--- src/rtl/rc4_xor_stage.sv ---
// Keystream combiner: buffers RC4 PRGA bytes in a small FIFO and XORs them with message bytes.
// Optional RC4_DROP_EN discards the first DROP_N keystream bytes of every message.
module rc4_xor_stage #(
  parameter int unsigned KS_FIFO_DEPTH = 4,
  parameter int unsigned DROP_N        = 256
) (
  input  logic        clk,
  input  logic        rst_n,
  input  logic        ks_valid,
  input  logic [7:0]  ks_data,
  output logic        ks_ready,
  input  logic        msg_start,
  input  logic [15:0] msg_len,
  input  logic        din_valid,
  input  logic [7:0]  din_data,
  output logic        din_ready,
  output logic        dout_valid,
  output logic [7:0]  dout_data,
  output logic        dout_last,
  input  logic        dout_ready,
  output logic        busy,
  output logic [15:0] byte_cnt
);

  localparam int unsigned AddrW = (KS_FIFO_DEPTH > 1) ? $clog2(KS_FIFO_DEPTH) : 1;

  if ((KS_FIFO_DEPTH < 2) || ((KS_FIFO_DEPTH & (KS_FIFO_DEPTH - 1)) != 0)) begin : g_depth_chk
    $error("KS_FIFO_DEPTH must be a power of two and at least 2");
  end
  if (DROP_N < 1) begin : g_drop_chk
    $error("DROP_N must be at least 1");
  end

`ifdef RC4_DROP_EN
  typedef enum logic [1:0] {StIdle, StDrop, StRun, StDrain} state_e;
  localparam int unsigned DropW = (DROP_N > 1) ? $clog2(DROP_N) : 1;
  logic [DropW-1:0] drop_cnt_q, drop_cnt_d;
`else
  typedef enum logic [1:0] {StIdle, StRun, StDrain} state_e;
`endif

  state_e state_q, state_d;

  // Keystream FIFO
  logic [7:0]       fifo_mem [KS_FIFO_DEPTH];
  logic [AddrW-1:0] wr_ptr_q, rd_ptr_q;
  logic [AddrW:0]   fifo_cnt_q, fifo_cnt_d;
  logic             fifo_full, fifo_nonempty, fifo_push, fifo_pop;
  logic [7:0]       fifo_head;

  logic [15:0] rem_cnt_q, rem_cnt_d;
  logic [15:0] byte_cnt_q, byte_cnt_d;
  logic        busy_q, busy_d;
  logic        dout_valid_q, dout_valid_d;
  logic        dout_last_q, dout_last_d;
  logic [7:0]  dout_data_q, dout_data_d;

  logic start_ok, din_accept, out_hs;

  assign fifo_full     = (fifo_cnt_q == (AddrW + 1)'(KS_FIFO_DEPTH));
  assign fifo_nonempty = (fifo_cnt_q != '0);
  assign fifo_head     = fifo_mem[rd_ptr_q];
  // A full FIFO refuses a push even when a pop happens in the same cycle.
  assign ks_ready      = rst_n && !fifo_full;
  assign fifo_push     = ks_valid && ks_ready;

  assign start_ok   = msg_start && (msg_len != 16'd0);
  assign out_hs     = dout_valid_q && dout_ready;
  assign din_accept = din_valid && din_ready;

  always_comb begin
    unique case ({fifo_push, fifo_pop})
      2'b10:   fifo_cnt_d = fifo_cnt_q + (AddrW + 1)'(1);
      2'b01:   fifo_cnt_d = fifo_cnt_q - (AddrW + 1)'(1);
      default: fifo_cnt_d = fifo_cnt_q;
    endcase
  end

  always_ff @(posedge clk) begin
    if (!rst_n) begin
      wr_ptr_q   <= '0;
      rd_ptr_q   <= '0;
      fifo_cnt_q <= '0;
    end else begin
      if (fifo_push) wr_ptr_q <= wr_ptr_q + AddrW'(1);
      if (fifo_pop)  rd_ptr_q <= rd_ptr_q + AddrW'(1);
      fifo_cnt_q <= fifo_cnt_d;
    end
  end

  always_ff @(posedge clk) begin
    if (fifo_push) fifo_mem[wr_ptr_q] <= ks_data;
  end

  // FSM state register
  always_ff @(posedge clk) begin
    if (!rst_n) state_q <= StIdle;
    else        state_q <= state_d;
  end

  // FSM next state
  always_comb begin
    state_d = state_q;
    case (state_q)
      StIdle: begin
        if (start_ok) begin
`ifdef RC4_DROP_EN
          state_d = StDrop;
`else
          state_d = StRun;
`endif
        end
      end
`ifdef RC4_DROP_EN
      StDrop: begin
        if (fifo_nonempty && (drop_cnt_q == DropW'(DROP_N - 1))) state_d = StRun;
      end
`endif
      StRun: begin
        if (din_accept && (rem_cnt_q == 16'd1)) state_d = StDrain;
      end
      StDrain: begin
        if (out_hs) state_d = StIdle;
      end
      default: state_d = StIdle;
    endcase
  end

  // FSM outputs
  always_comb begin
    din_ready = rst_n && (state_q == StRun) && fifo_nonempty && (!dout_valid_q || dout_ready);
`ifdef RC4_DROP_EN
    fifo_pop  = (din_valid && din_ready) || ((state_q == StDrop) && fifo_nonempty);
`else
    fifo_pop  = din_valid && din_ready;
`endif
  end

  always_comb begin
    rem_cnt_d    = rem_cnt_q;
    byte_cnt_d   = byte_cnt_q;
    busy_d       = busy_q;
    dout_valid_d = dout_valid_q;
    dout_last_d  = dout_last_q;
    dout_data_d  = dout_data_q;
`ifdef RC4_DROP_EN
    drop_cnt_d   = drop_cnt_q;
    if ((state_q == StDrop) && fifo_nonempty) drop_cnt_d = drop_cnt_q + DropW'(1);
`endif
    if ((state_q == StIdle) && start_ok) begin
      rem_cnt_d  = msg_len;
      byte_cnt_d = 16'd0;
      busy_d     = 1'b1;
`ifdef RC4_DROP_EN
      drop_cnt_d = '0;
`endif
    end
    if (out_hs) begin
      dout_valid_d = 1'b0;
      dout_last_d  = 1'b0;
      if (state_q == StDrain) busy_d = 1'b0;
    end
    // A new byte may load in the same cycle the held one is accepted.
    if (din_accept) begin
      dout_data_d  = din_data ^ fifo_head;
      dout_valid_d = 1'b1;
      dout_last_d  = (rem_cnt_q == 16'd1);
      rem_cnt_d    = rem_cnt_q - 16'd1;
      byte_cnt_d   = byte_cnt_q + 16'd1;
    end
  end

  always_ff @(posedge clk) begin
    if (!rst_n) begin
      rem_cnt_q    <= '0;
      byte_cnt_q   <= '0;
      busy_q       <= 1'b0;
      dout_valid_q <= 1'b0;
      dout_last_q  <= 1'b0;
      dout_data_q  <= '0;
`ifdef RC4_DROP_EN
      drop_cnt_q   <= '0;
`endif
    end else begin
      rem_cnt_q    <= rem_cnt_d;
      byte_cnt_q   <= byte_cnt_d;
      busy_q       <= busy_d;
      dout_valid_q <= dout_valid_d;
      dout_last_q  <= dout_last_d;
      dout_data_q  <= dout_data_d;
`ifdef RC4_DROP_EN
      drop_cnt_q   <= drop_cnt_d;
`endif
    end
  end

  assign dout_valid = dout_valid_q;
  assign dout_data  = dout_data_q;
  assign dout_last  = dout_last_q;
  assign busy       = busy_q;
  assign byte_cnt   = byte_cnt_q;

endmodule
--- config.mk ---
export PLATFORM = sky130hd
export DESIGN_NAME = rc4_xor_stage
export DESIGN_NICKNAME = d
export VERILOG_FILES = /design/src/rtl/rc4_xor_stage.sv
export SDC_FILE = /design/constraint.sdc
export NUM_CORES = 1
export LEC_CHECK = 0
export CAP_MARGIN = 20
export CORE_MARGIN = 3
export CORE_UTILIZATION = 60
export CTS_CLUSTER_SIZE = 24
export DETAILED_ROUTE_END_ITERATION = 10
export DONT_BUFFER_PORTS = 1
export PLACE_DENSITY = 0.76
export SETUP_SLACK_MARGIN = 0.1
export SYNTH_ARGS = -nofsm -noshare
export SYNTH_HDL_FRONTEND = slang
export SYNTH_SLANG_ARGS = --single-unit
export TNS_END_PERCENT = 50
--- constraint.sdc ---
create_clock -name clk -period 3.1 [get_ports clk]
set_clock_uncertainty 0.1 [all_clocks]
set_input_delay 0.62 -clock clk [delete_from_list [all_inputs] [get_ports clk]]
set_output_delay 0.62 -clock clk [all_outputs]
set_load 0.02 [all_outputs]
==> Yosys cells after proc, flatten, opt, wreduce, memory -nomap -nowiden <==
Memories as Yosys holds them, arrays and structs flattened. A register that Yosys moved wholly into a read port is not among the register bits.
Index checks and enable logic that the tools add are counted.
{ "totals": {"mem_count": 1, "in_bits": 38, "out_inout_bits": 29, "elab_cells": 66, "ram_bits": 32, "reg_bits": 52} }
{ "memory_table": {"columns": ["memory", "words", "word_bits", "read_ports", "rd_clocked_by_memory_dff", "write_ports", "line_no", "rtl"], "rows": [
  ["fifo_mem", 4, 8, 1, 1, 1, "45", "logic [7:0] fifo_mem [KS_FIFO_DEPTH];"]
]} }
{ "classes": {"addsub": 6, "n_eq_ne": 9, "bitwise_logic": 1, "muxes": 19, "reduce_logical": 20} }
{ "op_table": {"columns": ["cell", "n"], "rows": [
  ["$mux 16", 4],
  ["$add 16x1->16 const B", 1],
  ["$eq 16x1->1 const B", 1],
  ["$reduce_bool 16->1", 1],
  ["$sub 16x1->16 const B", 1],
  ["$logic_and 1x1->1", 10],
  ["$mux 2", 5],
  ["$mux 1", 8],
  ["$xor 8x8->8", 1],
  ["$ne 2x2->1 const B", 3],
  ["$pmux 2 s3", 1],
  ["$pmux 3 s2", 1],
  ["$reduce_bool 2->1", 3],
  ["$add 2x1->2 const B", 2],
  ["$eq 2x1->1 const B", 2],
  ["$eq 2x2->1 const B", 2],
  ["$add 3x1->3 const B", 1],
  ["$eq 3x3->1 const B", 1],
  ["$reduce_and 3->1", 1],
  ["$reduce_bool 3->1", 1],
  ["$sub 3x1->3 const B", 1],
  ["$logic_not 1->1", 2],
  ["$logic_not 2->1", 1],
  ["$logic_or 1x1->1", 1]
]} }

==> Logic depth before layout (Yosys ltp) <==
Gate-level depths: netlist (run 1).
{ "logic_depth": {"depth_word": 8, "depth_mapped": 11} }

==> Worst setup path before layout (run 1) <==
Ideal clock, no wire load.
{ "synth_timing": {"kind": "input port to flip-flop", "from": "input dout_ready", "to": "register fifo_cnt_q[2]", "arrival_time_ns": 2.735, "path_slack_ns": 0.194, "cell_stages": 11, "required_time_ns": 2.930, "path_cell_list": "nand2b_1 > nand4_2 > inv_2 > buf_2 > buf_1 > ha_1 > inv_1 > fa_1 > xor2_1 > or3_1 > a21oi_1"} }
{ "synth_via": {"elab_chain_cells": 5} }
{ "synth_rtl": {"columns": ["item", "line_no", "rtl"], "rows": [
  ["start, declared", "20", "input logic dout_ready,"],
  ["$logic_or 1x1->1 *", "131", "din_ready = rst_n && (state_q == StRun) && fifo_nonempty && (!dout_valid_q || dout_ready);"],
  ["$logic_and 1x1->1 *", "131", null],
  ["$logic_and 1x1->1 *", null, null],
  ["via din_accept", "58", "logic start_ok, din_accept, out_hs;"],
  ["$eq 2x1->1 or $eq 2x2->1 (tied branches)", "72", "unique case ({fifo_push, fifo_pop})"],
  ["$pmux 3 s2 or $reduce_bool 2->1 (tied branches)", null, null],
  ["end signal, assigned", "87", "fifo_cnt_q <= fifo_cnt_d;"],
  ["end, declared", "47", "logic [AddrW:0] fifo_cnt_q, fifo_cnt_d;"]
]} }
The timed path passes the listed nets; every way through them passes the cells marked *.
A chain may end at the register's enable or synchronous reset.

==> Worst setup path in the final report (run 1) <==
{ "layout_timing": {"from": "register fifo_cnt_q[0]", "to": "register fifo_cnt_q[2]"} }
{ "layout_via": {"elab_chain_cells": 6} }
{ "layout_rtl": {"columns": ["item", "line_no"], "rows": [
  ["$eq 3x3->1 or $reduce_bool 3->1 (tied branches)", "60, 61"],
  ["$logic_not 1->1 or $logic_and 1x1->1 (tied branches)", "64, 131"],
  ["$logic_and 1x1->1, on equally long branches", "64, 131"],
  ["$logic_and 1x1->1, on equally long branches", "65, 135"],
  ["$eq 2x1->1 or $eq 2x2->1 (tied branches)", "72"],
  ["$pmux 3 s2 or $reduce_bool 2->1 (tied branches)", null]
]} }
Parallel ways exist; a longest one is shown, timed or not.

==> impl_metrics.yaml, run 1 <==
run_status:
  status: "completed"
placement:
  io_buffer_count: 0
  dpl_cell_area_um2: 3920
  routabilityCongestion: 0.796
  post-dp-hpwl_mm: 5.82
route:
  drc: 0
  viasPerCell: 6.34
  first_pass_iters: 4
  wl_per_cell_um: 18.8
  drtAntennaViolNets: 0
  drtIter0Drc: 197
  vias: 2834
  wl_mm: 8.40
setup_path:
  crit_end: "fifo_cnt_q[2]"
  crit_fanout: 6
  reg2reg_from: "fifo_cnt_q[0]"
  endpoint_kind: "flop"
  critPathArrivalTime_ps: 2540
  reg2reg_depth: 11
  rrSetupSlack_ps: 740
  critical_path_class: "reg2reg"
  cp-startpoint: "fifo_cnt_q[0]"
  r2r-end: "fifo_cnt_q[2]"
  worstPathRequired_ps: 3280
  critPathLaunchType: "flop"
global_routing:
  grt_max_degree: 39
  antenna_found_initial: 0
  grt_pass1_vias: 2646
  grt.total_usage_pct: 23.3
  grt-ovfl-total: 0
  grt_first_pass_wirelength_mm: 13.3
synth:
  syn-num-nets: 414
  synth_cell_types: 54
  yosys_most_used_dff: "dfxtp_1"
  ys_seq_area_share_pct: 53.1
  ys_seq_elements: 86
  yosysWarnings: 0
  syn-cell-area_um2: 3850
  syn_area_per_cell_um2: 10.5
  synth_area_leaders: "dfxtp_1 (28%), edfxtp_1 (25%), mux4_2 (4.7%)"
  synth_top_area_share_pct: 28.1
  synth_edf_count: 32
  synthCells: 367
  yosysTopAreaCell: "dfxtp_1"
  async_flop_share_pct: 0
floorplan:
  core_um2: 6060
  die_h_um: 86.1
  num_io_pins: 67
  start_util_pct: 63.5
  std_cell_rows: 28
  die-area_um2: 7410
  die_w_um: 86.1
final_layout:
  final_nets: 414
  stdcell_area_um2: 4150
  n_antenna_cell: 0
  final_common_cell: "dfxtp_1"
  fillers: 489
  synthToLayoutAreaGrowth_pct: 7.80
  mostFrequentLayoutCells: "dfxtp_1 (54), edfxtp_1 (32), nor2_1 (31)"
  drive_gt1_share_pct: 9.95
  finalCoreUtilization_pct: 68.5
sta:
  slew_headroom_pct: 63.4
  max_freq_ghz: 0.424
  hold_viol_final: 0
  tightest_slew_ps: 548
  whs_ps: 264
  fin_crit_ps: 2360
  slew_violations: 0
  period_share_pct: 76.1
  fin_setup_tns_ps: 0
  grt_setup_unrepaired: "no"
  setup_viol: 0
power_and_ir_drop:
  vdd_drop_max_uv: 353
  powerDensity_nw_per_um2: 568
  leakagePower_uw: 0.00140
clock_network:
  cts_buffers: 9
  htreeDepth: 3
  post_cts_buffers: 0
  clockBufferDepth: 2
  clock_latency_ps: 340
  cts_tree: "yes"
  clkTransAtPathRegs_ps: 90
  clkSinkCount: 86
  cts_hold_buf: 0
  cts-resized-gates: 0
  cts-root-buf: "clkbuf_8"
hold_path:
  hold_class: "in2reg"
run:
  maxCapViolCount: 0
how the worst min path moves through the flow:
stage	start	endpoint	slack [ps]	depth (start not counted)
6_report	ks_data[4]	fifo_mem[3][4]	260	0
5_1_grt	ks_data[2]	fifo_mem[2][2]	240	0
4_1_cts	ks_data[3]	fifo_mem[2][3]	250	0
3_5_place_dp	rem_cnt_q[10]	rem_cnt_q[10]	400	2
3_3_place_gp	fifo_cnt_q[2]	fifo_cnt_q[2]	380	2
2_1_floorplan	fifo_cnt_q[2]	fifo_cnt_q[2]	370	2
metal layers:
| layer | vias to the layer above | part of all wire, % | track usage (%) | routed length [um] |
|---|---|---|---|---|
| met5 | - | 0 | 0 | 0 |
| met1 | 1367 | 44 | 32.0 | 3710 |
| li1 | 1369 | - | - | - |
| met3 | 9 | 6.7 | 5.76 | 564 |
| met4 | 0 | 1.3 | 7.91 | 106 |
| met2 | 89 | 48 | 36.0 | 4010 |
worst max-delay path, cell delays in order, from the launching register on:
cell and delay [ps]:
dfxtp_1 330, inv_1 100, a31oi_1 90, buf_4 180, and2_1 200, inv_1 70, ha_1 170, inv_1 60
fa_1 380, xor2_1 170, or3_1 310, a21oi_1 140
cell type report:
cell class	count	area [um^2]	area share [%]
clock buffer	12	156	3.77
clock inverter	4	77.6	1.87
multi-input combinational	248	1680	40.4
timing repair buffer	5	37.5	0.905
sequential	86	2040	49.2
inverter	17	63.8	1.54
tap	75	93.8	2.26
registers in the layout, summed over array words and instances (netlist names), named ones only:
name        cells
dout_valid      1
busy            1
byte_cnt       16
dout_data       8
dout_last       1
state_q         2
rd_ptr_q        2
fifo_cnt_q      3
fifo_mem       32
rem_cnt_q      16
wr_ptr_q        2
metrics by stage:
step | worst slack (ps) | power (uW) | instances
finish | 740 | 2360 | 447
global route | 630 | 2450 | 447
CTS | 748 | 2370 | 447
detailed placement | 585 | 1480 | 431
global placement | 644 | 1470 | 431
floorplan | 194 | 1430 | 367
kinds of logic after synthesis:
group	share of synthesized area [%]
buffers and inverters	3.35
and+or+nand+nor	17.8
xor gates and xnor gates	4.32
AOI/OAI and AO/OA	13.7
muxes	4.68
DFF	53.1
adders and majority gates	3.12
synth_stat cells (all sizes together) (2+ instances only):
master	n
o22ai	4
nand4	9
a21oi	20
o211ai	5
a22oi	2
and4	2
nor4	7
a31oi	13
or4	4
nand3	6
buf	7
nor2	31
inv	17
nand2b	2
mux4	8
nor2b	2
xnor2	13
ha	8
and2	2
nand2	27
and3	9
nor3	14
dfxtp	54
xor2	6
o21ai	24
a211oi	3
edfxtp	32
clkbuf	9
a32o	2
o31ai	2
or3	6
nor3b	2
power by group:
| part | leakage, uW | switching [uW] | internal [uW] |
|---|---|---|---|
| clock network | 0.000116 | 391 | 508 |
| registers | 0.000730 | 40.8 | 1210 |
| logic | 0.000554 | 123 | 82.8 |
| total | 0.00140 | 554 | 1800 |
No activity file was read; power rests on OpenSTA's default activity.
==> run 2: changes to the inputs <==
clock period = 2.3 ns   (was 3.1 ns; I/O delays follow)
==> impl_metrics.yaml, run 2 (synthesized netlist as in run 1, its figures left out) <==
placement:
  dpl_cell_area_um2: 4070
  post-dp-hpwl_mm: 5.98
  routabilityCongestion: 0.885
  io_buffer_count: 0
global_routing:
  grt_pass1_vias: 2793
  grt-ovfl-total: 0
  grt_first_pass_wirelength_mm: 13.8
  antenna_found_initial: 0
  grt.total_usage_pct: 24.4
  grt_max_degree: 39
power_and_ir_drop:
  leakagePower_uw: 0.00149
  powerDensity_nw_per_um2: 727
  p_total_uw: 3130
  vdd_drop_max_uv: 489
setup_path:
  critPathArrivalTime_ps: 2280
  critical_path_class: "reg2reg"
  worstPathRequired_ps: 2480
  critPathLaunchType: "flop"
  endpoint_kind: "flop"
  crit_fanout: 4
clock_network:
  cts_hold_buf: 0
  clkSinkCount: 86
  cts-root-buf: "clkbuf_8"
  cts_tree: "yes"
  post_cts_buffers: 0
  clock_latency_ps: 350
  clockBufferDepth: 2
  htreeDepth: 3
  cts_buffers: 9
  clkTransAtPathRegs_ps: 90
route:
  drtIter0Drc: 167
  vias: 2936
  viasPerCell: 6.37
  wl_per_cell_um: 18.3
  drtAntennaViolNets: 0
  drc: 0
  first_pass_iters: 5
  wl_mm: 8.44
sta:
  hold_viol_final: 0
  grt_setup_unrepaired: "yes"
  max_freq_ghz: 0.477
  period_share_pct: 91.1
  slew_violations: 0
  slew_headroom_pct: 69.9
  setup_viol: 0
  fin_crit_ps: 2100
  tightest_slew_ps: 451
  fin_setup_tns_ps: 0
final_layout:
  ff_latch_area_um2: 2040
  mostFrequentLayoutCells: "dfxtp_1 (54), edfxtp_1 (32), nor2_1 (31)"
  finalCoreUtilization_pct: 71.1
  n_antenna_cell: 0
  fillers: 453
  largest_register: "fifo_mem"
  largest_reg_flops: 32
  stdcell_area_um2: 4310
  drive_gt1_share_pct: 15.8
  multi_input_area_um2: 1730
  final_common_cell: "dfxtp_1"
  synthToLayoutAreaGrowth_pct: 11.9
  final_nets: 428
floorplan:
  start_util_pct: 63.5
  die_h_um: 86.1
  die_w_um: 86.1
  die-area_um2: 7410
  core_um2: 6060
  std_cell_rows: 28
  num_io_pins: 67
run_status:
  status: "completed"
hold_path:
  hold_class: "in2reg"
run:
  maxCapViolCount: 0
## run 2: layout make-up
cell class | count | share of cell area, %
inverters | 17 | 1.54
repair buffers | 19 | 3.49
clock inverters | 5 | 1.42
flip-flops and latches | 86 | 47.4
multi-input cells | 248 | 40.2
well taps | 75 | 2.18
clock buffers | 11 | 3.78
## run 2: worst max-delay path: stages, from the launching register on
cell and delay [ps]:
dfxtp_1 400, or3_1 210, nand4_4 120, inv_2 100
ha_4 140, inv_1 50, fa_2 330, xor2_1 160
or3_1 320, a21oi_2 110
## run 2: final timing paths
path | start | endpoint | slack, ps | cells after the start
max | fifo_cnt_q[2] | fifo_cnt_q[2] | 200 | 9
max reg2reg | fifo_cnt_q[2] | fifo_cnt_q[2] | 200 | 9
min | ks_data[5] | fifo_mem[2][5] | 90 | 0
min reg2reg | rem_cnt_q[5] | rem_cnt_q[5] | 420 | 2
## run 2: metrics by stage
step / setup slack (ps) / hold slack (ps) / instances
2_1_floorplan: -8.70 / 374 / 367
3_3_place_gp: 121 / 394 / 445
3_5_place_dp: 37.4 / 410 / 445
4_1_cts: 156 / 80.5 / 461
5_1_grt: 85.3 / 71.9 / 461
6_report: 205 / 94.8 / 461
## run 2: power by group
group          switching, uW  internal, uW
Combinational            170           121
Clock                    553           606
Sequential              52.1          1630
## run 2: metal layers
layer	vias to the layer above	track usage (%)	routed length, um
li1	1401	-	-
met1	1410	32.2	3510
met2	117	38.4	4120
met3	8	7.49	744
met4	0	8.20	65
met5	-	0	0
## run 2: repair_timing
| item | 4_1_cts | 5_1_grt |
|---|---|---|
| pin swaps | 0 | 0 |
| gates cloned | 0 | 0 |
| setup endpoints to repair | 1 | 2 |
| gates resized for setup | 1 | 4 |
==> run 3: changes to the inputs <==
CORE_UTILIZATION = 53   (was 60)
DONT_BUFFER_PORTS = unset   (was 1)
PLACE_DENSITY = 0.8   (was 0.76)
SLEW_MARGIN = 20   (was unset)
==> impl_metrics.yaml, run 3 (synthesized netlist as in run 1, its figures left out) <==
hold_path:
  min_from: "byte_cnt[5]"
  hold_class: "reg2reg"
route:
  viasPerCell: 5.64
  drtAntennaViolNets: 0
  drc: 0
  wl_per_cell_um: 15.7
  drtIter0Drc: 191
  vias: 3226
  wl_mm: 8.98
  first_pass_iters: 4
final_layout:
  multi_input_area_um2: 1730
  n_antenna_cell: 0
  ff_latch_area_um2: 2040
  final_common_cell: "clkdlybuf4s50_1"
  finalCoreUtilization_pct: 75.7
  fillers: 481
  largest_reg_flops: 32
  final_nets: 518
  largest_register: "fifo_mem"
  synthToLayoutAreaGrowth_pct: 35.9
  drive_gt1_share_pct: 17.6
  stdcell_area_um2: 5230
  mostFrequentLayoutCells: "clkdlybuf4s50_1 (62), dfxtp_1 (54), buf_4 (38)"
placement:
  routabilityCongestion: 0.894
  post-dp-hpwl_mm: 6.48
  dpl_cell_area_um2: 4990
  pre_cts_ws_ps: -373
  io_buffer_count: 66
setup_path:
  endpoint_kind: "primary output"
  critical_path.cell_chain: "or3_4 -> nand2_1 -> nor2_1 -> clkdlybuf4s15_1"
  cp-startpoint: "fifo_cnt_q[0]"
  cpPeakStageDelay_ps: 440
  critical_path_class: "reg2out"
  crit_fanout: 3
  crit_slowest_cell: "or3_4"
  worstPathRequired_ps: 1740
  path_delay_family: "simple AND/OR/NAND/NOR gates"
  critPathLaunchType: "flop"
  crit_buf_inv: 1
  reg2reg_from: "fifo_cnt_q[0]"
  critPathArrivalTime_ps: 1580
sta:
  layout_setup_ws_ps: 160
  fin_crit_ps: 2140
  tightest_slew_ps: 507
  grt_setup_unrepaired: "yes"
  slew_headroom_pct: 66.2
  slew_violations: 0
  max_freq_ghz: 0.467
  period_share_pct: 93.1
  hold_viol_final: 0
  setup_viol: 0
clock_network:
  cts_hold_buf: 0
  clockBufferDepth: 2
  post_cts_buffers: 0
  htreeDepth: 3
  cts_buffers: 9
  clkSinkCount: 86
  clkTransAtPathRegs_ps: 100
  cts-root-buf: "clkbuf_8"
  cts_tree: "yes"
  clock_latency_ps: 370
  cts-resized-gates: 7
run_status:
  status: "completed"
floorplan:
  std_cell_rows: 30
  core_um2: 6910
  num_io_pins: 67
  die-area_um2: 8320
  die_w_um: 91.2
  start_util_pct: 55.7
  die_h_um: 91.2
global_routing:
  grt_pass1_vias: 3107
  grt_first_pass_wirelength_mm: 15.2
  grt-ovfl-total: 0
  grt_max_degree: 29
  grt.total_usage_pct: 23.1
  antenna_found_initial: 0
power_and_ir_drop:
  p_total_uw: 3380
  powerDensity_nw_per_um2: 646
  leakagePower_uw: 0.00186
  vdd_drop_max_uv: 517
run:
  maxCapViolCount: 0
## run 3: changes by cell type in the layout (fill, tap and decap cells not counted), moves of 3 or more
cell | previous run | this run
dlygate4sd2_1 | 0 | 3
buf_4 | 18 | 38
clkdlybuf4s50_1 | 0 | 62
inv_8 | 0 | 3
buf_12 | 0 | 4
## run 3: cell type report
cell class                      count  share of cell area (%)
Sequential cell                    86                    39.1
Multi-Input combinational cell    248                    33.1
Timing Repair Buffer              109                    19.8
Clock buffer                        9                    2.37
Tap cell                           96                    2.30
Clock inverter                      7                    2.13
Inverter                           17                    1.27
## run 3: worst reg2reg max path, stage by stage, from the launching register on
cell and delay, ps:
dfxtp_1 350, inv_1 150, a31oi_4 120, and2_4 180, inv_2 60, ha_4 130
inv_1 40, fa_2 330, xor2_1 160, or3_1 310, a21oi_1 130
## run 3: routing by layer
| metal | part of all wire (%) | vias to the layer above | GRT usage, % |
|---|---|---|---|
| li1 | - | 1577 | - |
| met1 | 44 | 1515 | 30.9 |
| met2 | 47 | 114 | 36.1 |
| met3 | 6.2 | 20 | 5.39 |
| met4 | 2.4 | 0 | 9.92 |
| met5 | 0 | - | 0 |
## run 3: stage by stage
stage | instances | hold slack [ps] | setup TNS, ps
2_1_floorplan | 367 | 374 | -8.70
4_1_cts | 572 | 395 | 0
5_1_grt | 572 | 424 | 0
3_3_place_gp | 556 | 365 | -2330
3_5_place_dp | 556 | 371 | -2450
6_report | 572 | 390 | 0
## run 3: path summary, 6_finish.rpt
| check | slack, ps | to | depth (start not counted) |
|---|---|---|---|
| hold / removal | 390 | byte_cnt[5] | 1 |
| setup reg to reg | 180 | fifo_cnt_q[2] | 10 |
| setup / recovery | 160 | din_ready | 4 |
| hold reg to reg | 390 | byte_cnt[5] | 1 |
## run 3: report_power, final
group | total (uW) | switching (uW) | internal [uW]
registers | 1680 | 47.4 | 1630
clock network | 1240 | 603 | 642
logic | 454 | 224 | 230
total | 3380 | 874 | 2500
